===== src/rtl/lane_compositor_pkg.sv =====
// Shared types and colour constants for the lane compositor.
// Everything here is used by both the pixel pipeline and the flash FSM.
package lane_compositor_pkg;

    typedef struct packed {
        logic [7:0] r;
        logic [7:0] g;
        logic [7:0] b;
    } rgb_t;

    typedef enum logic [1:0] {
        IDLE      = 2'd0,
        FLASH_ON  = 2'd1,
        FLASH_OFF = 2'd2
    } flash_state_t;

    localparam rgb_t FROG_COLOR  = rgb_t'(24'h20E020);
    localparam rgb_t BG_COLOR    = rgb_t'(24'h101040);
    localparam rgb_t FLASH_COLOR = rgb_t'(24'hFFFFFF);

    localparam int PALETTE_DEPTH = 4;

    localparam rgb_t LANE_PALETTE [PALETTE_DEPTH] = '{
        rgb_t'(24'hC00000),
        rgb_t'(24'hC0C000),
        rgb_t'(24'h0060C0),
        rgb_t'(24'h8040C0)
    };

endpackage


===== src/rtl/box_hit.sv =====
// Inclusive rectangle test for one pixel, with an optional horizontal wrap
// segment for boxes that run past the right edge of the screen.
module box_hit #(
    parameter int COORD_W  = 11,
    parameter int SCREEN_W = 640,
    parameter bit WRAP_EN  = 1'b1
) (
    input  logic [COORD_W-1:0] x_i,
    input  logic [COORD_W-1:0] y_i,
    input  logic [COORD_W-1:0] w_i,
    input  logic [COORD_W-1:0] h_i,
    input  logic [COORD_W-1:0] px_i,
    input  logic [COORD_W-1:0] py_i,
    output logic               hit_o
);

    localparam logic [COORD_W:0] SCREEN = (COORD_W+1)'(SCREEN_W);

    logic [COORD_W:0] xEnd;
    logic [COORD_W:0] yEnd;
    logic [COORD_W:0] wrapEnd;
    logic [COORD_W:0] pxExt;
    logic [COORD_W:0] pyExt;
    logic             inX;
    logic             inY;
    logic             inWrap;

    // One extra bit keeps X+W from overflowing before the wrap compare.
    always_comb begin
        xEnd    = {1'b0, x_i} + {1'b0, w_i};
        yEnd    = {1'b0, y_i} + {1'b0, h_i};
        pxExt   = {1'b0, px_i};
        pyExt   = {1'b0, py_i};
        inX     = (px_i >= x_i) && (pxExt <= xEnd);
        inY     = (py_i >= y_i) && (pyExt <= yEnd);
        wrapEnd = '0;
        inWrap  = 1'b0;
        if (WRAP_EN && (xEnd >= SCREEN)) begin
            wrapEnd = xEnd - SCREEN;
            inWrap  = (pxExt <= wrapEnd);
        end
        hit_o = inY && (inX || inWrap);
    end

endmodule


===== src/rtl/lane_compositor.sv =====
// Two-stage pixel compositor: frog over lane objects over background, with a
// frame-counted collision flash that recolours the background.
module lane_compositor
    import lane_compositor_pkg::*;
#(
    parameter int NUM_LANES     = 4,
    parameter int OBJS_PER_LANE = 4,
    parameter int COORD_W       = 11,
    parameter int SCREEN_W      = 640,
    parameter int FLASH_FRAMES  = 8
) (
    input  logic                                           Clk,
    input  logic                                           Reset,
    input  logic                                           pix_valid,
    input  logic [COORD_W-1:0]                             DrawX,
    input  logic [COORD_W-1:0]                             DrawY,
    input  logic                                           frame_tick,
    input  logic [COORD_W-1:0]                             FrogX,
    input  logic [COORD_W-1:0]                             FrogY,
    input  logic [COORD_W-1:0]                             Frog_Width,
    input  logic [COORD_W-1:0]                             Frog_Height,
    input  logic [NUM_LANES-1:0][OBJS_PER_LANE-1:0][COORD_W-1:0] Obj_X,
    input  logic [NUM_LANES-1:0][OBJS_PER_LANE-1:0][COORD_W-1:0] Obj_Y,
    input  logic [NUM_LANES-1:0][COORD_W-1:0]              Lane_Width,
    input  logic [NUM_LANES-1:0][COORD_W-1:0]              Lane_Height,
    input  logic [NUM_LANES-1:0][2:0]                      Lane_Count,
    input  logic                                           collision,
    output logic [7:0]                                     Red,
    output logic [7:0]                                     Green,
    output logic [7:0]                                     Blue,
    output logic                                           rgb_valid,
    output logic                                           flashing
);

    localparam int CNT_W = (FLASH_FRAMES > 1) ? $clog2(FLASH_FRAMES) : 1;
    localparam logic [CNT_W-1:0] CNT_MAX = CNT_W'(FLASH_FRAMES - 1);

    logic                                    frogHit;
    logic [NUM_LANES-1:0][OBJS_PER_LANE-1:0] objRaw;
    logic [NUM_LANES-1:0][OBJS_PER_LANE-1:0] objHit;
    logic [NUM_LANES-1:0]                    laneHit;

    logic                 frogHit_q;
    logic [NUM_LANES-1:0] laneHit_q;
    logic                 valid1_q;
    rgb_t                 rgb_d;
    rgb_t                 rgb_q;
    logic                 rgbValid_q;
    flash_state_t         state_q;
    logic [CNT_W-1:0]     flashCnt_q;
    logic                 flashing_q;

    box_hit #(
        .COORD_W (COORD_W),
        .SCREEN_W(SCREEN_W),
        .WRAP_EN (1'b0)
    ) u_frog (
        .x_i  (FrogX),
        .y_i  (FrogY),
        .w_i  (Frog_Width),
        .h_i  (Frog_Height),
        .px_i (DrawX),
        .py_i (DrawY),
        .hit_o(frogHit)
    );

    for (genvar n = 0; n < NUM_LANES; n++) begin : g_lane
        for (genvar k = 0; k < OBJS_PER_LANE; k++) begin : g_obj
            box_hit #(
                .COORD_W (COORD_W),
                .SCREEN_W(SCREEN_W),
                .WRAP_EN (1'b1)
            ) u_obj (
                .x_i  (Obj_X[n][k]),
                .y_i  (Obj_Y[n][k]),
                .w_i  (Lane_Width[n]),
                .h_i  (Lane_Height[n]),
                .px_i (DrawX),
                .py_i (DrawY),
                .hit_o(objRaw[n][k])
            );
            // Slots are always below OBJS_PER_LANE, so k < count is the whole test.
            assign objHit[n][k] = objRaw[n][k] && (32'(Lane_Count[n]) > 32'(k));
        end
        assign laneHit[n] = |objHit[n];
    end

    always_ff @(posedge Clk) begin
        if (!Reset) begin
            frogHit_q <= 1'b0;
            laneHit_q <= '0;
            valid1_q  <= 1'b0;
        end else begin
            frogHit_q <= frogHit;
            laneHit_q <= laneHit;
            valid1_q  <= pix_valid;
        end
    end

    // Lanes are scanned high to low so that lane 0 ends up on top.
    always_comb begin
        rgb_d = (state_q == FLASH_ON) ? FLASH_COLOR : BG_COLOR;
        for (int n = NUM_LANES - 1; n >= 0; n--) begin
            if (laneHit_q[n]) begin
                rgb_d = LANE_PALETTE[n % PALETTE_DEPTH];
            end
        end
        if (frogHit_q) begin
            rgb_d = FROG_COLOR;
        end
        if (!valid1_q) begin
            rgb_d = '0;
        end
    end

    always_ff @(posedge Clk) begin
        if (!Reset) begin
            rgb_q      <= '0;
            rgbValid_q <= 1'b0;
        end else begin
            rgb_q      <= rgb_d;
            rgbValid_q <= valid1_q;
        end
    end

    // A collision always wins over a frame tick landing in the same cycle.
    always_ff @(posedge Clk) begin
        if (!Reset) begin
            state_q    <= IDLE;
            flashCnt_q <= '0;
            flashing_q <= 1'b0;
        end else if (collision) begin
            state_q    <= FLASH_ON;
            flashCnt_q <= CNT_MAX;
            flashing_q <= 1'b1;
        end else if (frame_tick && (state_q != IDLE)) begin
            if (flashCnt_q == '0) begin
                state_q    <= IDLE;
                flashing_q <= 1'b0;
            end else begin
                flashCnt_q <= flashCnt_q - 1'b1;
                state_q    <= (state_q == FLASH_ON) ? FLASH_OFF : FLASH_ON;
                flashing_q <= 1'b1;
            end
        end
    end

    assign Red       = rgb_q.r;
    assign Green     = rgb_q.g;
    assign Blue      = rgb_q.b;
    assign rgb_valid = rgbValid_q;
    assign flashing  = flashing_q;

endmodule


===== config.mk =====
export PLATFORM = sky130hd
export DESIGN_NAME = lane_compositor
export DESIGN_NICKNAME = d
export VERILOG_FILES = /design/src/rtl/lane_compositor_pkg.sv /design/src/rtl/box_hit.sv /design/src/rtl/lane_compositor.sv
export SDC_FILE = /design/constraint.sdc
export NUM_CORES = 2
export LEC_CHECK = 0
export BUFFER_PORTS_ARGS = -buffer_cell sky130_fd_sc_hd__buf_2
export CAP_MARGIN = 10
export CORE_MARGIN = 8
export CORE_UTILIZATION = 42
export CTS_CLUSTER_DIAMETER = 200
export CTS_CLUSTER_SIZE = 30
export DETAILED_ROUTE_END_ITERATION = 6
export PLACE_DENSITY = 0.69
export SLEW_MARGIN = 20
export SYNTH_ARGS = -nofsm -noshare
export SYNTH_HDL_FRONTEND = slang
export SYNTH_SLANG_ARGS = --single-unit

===== constraint.sdc =====
create_clock -name Clk -period 8 [get_ports Clk]
set_input_delay 2 -clock Clk [delete_from_list [all_inputs] [get_ports Clk]]
set_output_delay 2 -clock Clk [all_outputs]
set_load 0.02 [all_outputs]

==> parameters.txt <==
Parameter                              Value

Status
  Status    finished clean

Logic synthesis
  Cells after Synth    4560
  Commonest cells in the synthesized netlist    sky130_fd_sc_hd__ha_1 (1204), sky130_fd_sc_hd__inv_1 (513), sky130_fd_sc_hd__a21oi_1 (369), sky130_fd_sc_hd__o21ai_0 (264), sky130_fd_sc_hd__nor2_1 (214)
  Top post-synthesis cells by area    sky130_fd_sc_hd__ha_1 (42%), sky130_fd_sc_hd__inv_1 (5.4%), sky130_fd_sc_hd__a21oi_1 (5.2%), sky130_fd_sc_hd__a21o_1 (4.2%), sky130_fd_sc_hd__xor2_1 (4.0%)
  Number of different library cells in the post-synthesis netlist    88
  Number of synthesized register bits    23
  Library cell with the largest summed area after synthesis    sky130_fd_sc_hd__ha_1
  Xor/xnor share of the synthesized area    0.0749
  Area fraction in and, or, nand and nor cells after synthesis    0.151
  Post-synthesis cell area    35800 µm²
  Number of flops mapped to enable cells by yosys    0
  Syn avg cell area    7.84 µm²
  Proportion of synthesized chip area in sequential cells    0.0129
  Main synth FF type    sky130_fd_sc_hd__dfxtp_1
  YS warnings    0
  Post-synth top area share    0.421
  Combinational family with the most area after synthesis    adder cells
  Area fraction in compound gates after synthesis    0.262
  Most repeated cell in the gate-level netlist after synthesis    sky130_fd_sc_hd__ha_1
  Adder-cell share of the synthesized area    0.440
  Nets in the synthesized netlist    6321
  Post-synthesis mux area share    0.00140
  Async set-or-reset flop fraction in the synthesized netlist    0

Floorplan
  Top-level port count    549
  Height of the die    308 µm
  Effective utilization at floorplan    0.422
  Die width    308 µm
  DIE AREA    94700 µm²
  Num rows    107
  Core Footprint    84700 µm²

CTS
  Post-CTS Setup Inserts    0
  Clock latency at the later pin of the worst-skew pair    0.28 ns
  Post-CTS Hold Fix Bufs    0
  H-tree level count    1
  CTS resizes    0
  Root buffer cell    sky130_fd_sc_hd__clkbuf_16
  Longest Clk Path Bufs    2
  CTS tree    built
  Post-CTS clock slew at the launch and capture registers of the worst setup and hold paths    0.07 ns
  CTS sink cnt    23
  Total clock buffers created by CTS    3

Setup path
  Worst Setup End Kind    register
  Data required, critical path    8.17 ns
  Arr. time, crit path    6.37 ns
  Worst Path Class, Setup    in -> reg
  CP startpoint kind    input pin
  Highest fanout seen on the critical path    5

Global routing
  Wire length of the first global-routing pass    193 mm
  Initial antenna violation count    29
  Overall track demand over capacity in global routing    0.252
  Via count of the first global-routing pass    36300
  Maximum number of pins on one net before global-route repair    40
  Total overflow reported by the global router    0

Route
  Routed vias    36500
  DRC marker count from the first detailed-route iteration    2061
  Via density    5.81
  Final routed DRC violation total    0
  Wire length reported by the detailed router    126 mm
  Number of iterations in the first detailed-routing pass    5
  Routed length per placed instance    20.1 µm
  Detail Route Antenna Nets    0

Job
  Number of maximum-capacitance constraint violations    0

Placed design
  HPWL after DPL    107 mm
  Number of buffer cells added on primary ports    548
  Routability-driven placement congestion ratio    0.948

STA
  Worst slack on hold paths    0.517 ns
  Number of pins with negative max-slew slack in the final report    0
  Largest clock skew in the final design    0.00242 ns
  Hold Vio Cnt, Final    0
  Final period util    0.774
  Final total negative setup slack    0 ns
  RSZ-0062 raised after global routing    false
  F_max    161 MHz
  Worst slew margin relative to its limit    0.283
  Worst Tran Pin Value    1.05 ns
  Minimum period implied by the final worst setup slack    6.19 ns
  Final count of negative-setup-slack endpoints    0

Power
  Pleak    21.5 nW
  Power per cell area    99.7 nW/µm²
  Maximum vdd drop    0.0000766 V

Layout
  Area added between synthesis and finish    12.3%
  NumNets Final    6880
  Fraction of layout instances using a drive strength above 1    0.120

Min path
  Worst hold path class    reg -> reg
==> state kept, by name, indices dropped and copies added, names as in the netlist <==
| register | cells |
|---|---|
| flashing | 1 |
| Blue | 2 |
| state_q | 2 |
| laneHit_q | 4 |
| Red | 5 |
| rgb_valid | 1 |
| flashCnt_q | 3 |
| Green | 3 |
| valid1_q | 1 |
| frogHit_q | 1 |
==> routing by layer <==
metal / vias up / routed length (µm) / global-route usage
met4: 12 / 4100 / 0.0780
met3: 254 / 7830 / 0.0344
li1: 18100 / - / -
met5: - / 81 / 0
met2: 1112 / 59300 / 0.445
met1: 17000 / 54600 / 0.315
==> cell usage in the layout, fill, tap and decap left out, types with 10 or more instances in the layout <==
cell	count
sky130_fd_sc_hd__nand2b_1	108
sky130_fd_sc_hd__a221o_1	13
sky130_fd_sc_hd__nand4_1	72
sky130_fd_sc_hd__a21oi_1	369
sky130_fd_sc_hd__a21o_1	201
sky130_fd_sc_hd__buf_4	30
sky130_fd_sc_hd__and2_1	12
sky130_fd_sc_hd__o211ai_1	48
sky130_fd_sc_hd__xnor2_1	139
sky130_fd_sc_hd__nor2b_1	112
sky130_fd_sc_hd__and3_1	35
sky130_fd_sc_hd__o31ai_1	19
sky130_fd_sc_hd__a211oi_1	63
sky130_fd_sc_hd__a2111oi_0	30
sky130_fd_sc_hd__o21bai_1	61
sky130_fd_sc_hd__a221oi_1	14
sky130_fd_sc_hd__a31oi_1	30
sky130_fd_sc_hd__o2111ai_1	32
sky130_fd_sc_hd__nand3_1	101
sky130_fd_sc_hd__o21ai_1	12
sky130_fd_sc_hd__nor3_1	85
sky130_fd_sc_hd__o21ai_0	264
sky130_fd_sc_hd__nand2_1	174
sky130_fd_sc_hd__and4_1	14
sky130_fd_sc_hd__nor4_1	25
sky130_fd_sc_hd__or3_1	21
sky130_fd_sc_hd__diode_2	20
sky130_fd_sc_hd__a211o_1	20
sky130_fd_sc_hd__nor2_1	214
sky130_fd_sc_hd__dfxtp_1	23
sky130_fd_sc_hd__buf_2	548
sky130_fd_sc_hd__o22ai_1	10
sky130_fd_sc_hd__xor2_1	165
sky130_fd_sc_hd__ha_1	1204
sky130_fd_sc_hd__or2_2	10
sky130_fd_sc_hd__o21a_1	119
sky130_fd_sc_hd__o31a_1	10
sky130_fd_sc_hd__fa_1	34
sky130_fd_sc_hd__inv_1	512
==> report_power, final <==
group	internal (mW)	total [mW]	switching (mW)	leakage, nW
registers	0.128	0.147	0.0188	0.189
logic	1.64	3.74	2.09	21.3
clock network	0.0679	0.123	0.0553	0.0410
==> critical path: stages <==
cell and delay, ns:
sky130_fd_sc_hd__buf_2 0.13, sky130_fd_sc_hd__ha_1 0.27, sky130_fd_sc_hd__a21oi_1 0.20, sky130_fd_sc_hd__nor2_1 0.10, sky130_fd_sc_hd__o31ai_1 0.59, sky130_fd_sc_hd__a21oi_1 0.21, sky130_fd_sc_hd__o311ai_1 0.47, sky130_fd_sc_hd__inv_1 0.14
sky130_fd_sc_hd__a21oi_1 0.23, sky130_fd_sc_hd__xnor2_1 0.12, sky130_fd_sc_hd__ha_1 0.34, sky130_fd_sc_hd__nand4_1 0.12, sky130_fd_sc_hd__nor2_1 0.11, sky130_fd_sc_hd__a221oi_1 0.08, sky130_fd_sc_hd__a21oi_1 0.20, sky130_fd_sc_hd__or4b_1 0.44
sky130_fd_sc_hd__mux2i_1 0.14, sky130_fd_sc_hd__o32ai_1 0.12, sky130_fd_sc_hd__a221o_1 0.36
==> area by class of cell <==
| cell class | instances | area, µm² |
|---|---|---|
| timing repair buffer | 579 | 2990 |
| fill | 8384 | 44600 |
| clock inverter | 1 | 5.00 |
| clock buffer | 3 | 75.1 |
| antenna | 20 | 50.0 |
| tap | 1144 | 1430 |
| inverter | 513 | 1930 |
| multi-input combinational | 3999 | 33200 |
| sequential | 23 | 460 |
==> kinds of logic after synthesis <==
family	after synthesis
compound gates	1419
xor+xnor	305
fa+ha+maj	1238
buf+inv	538
flops	23
mux	5
simple gates	1032
==> through the flow <==
step	instances	instance area (µm²)	worst slack [ns]	utilization	total power, mW
after floorplan	4560	35800	2.32	-	2.76
after global placement	6258	40000	1.71	0.472	3.76
after detailed placement	6258	40000	1.60	0.472	3.84
after CTS	6262	40100	1.88	0.473	3.99
after global routing	6271	40100	1.32	0.474	4.51
final	6282	40200	1.81	0.474	4.01
==> final timing paths <==
kind	start	to	slack (ns)	cells after the start
hold / removal	flashing$_SDFFE_PN0P_	flashing$_SDFFE_PN0P_	0.52	2
setup / recovery	Lane_Width[34]	laneHit_q[3]$_SDFF_PN0_	1.81	19
setup reg to reg	valid1_q$_SDFF_PN0_	Blue[7]$_SDFF_PP0_	6.26	4
hold reg to reg	flashing$_SDFFE_PN0P_	flashing$_SDFFE_PN0P_	0.52	2
No activity file was read; power rests on OpenSTA's default activity.
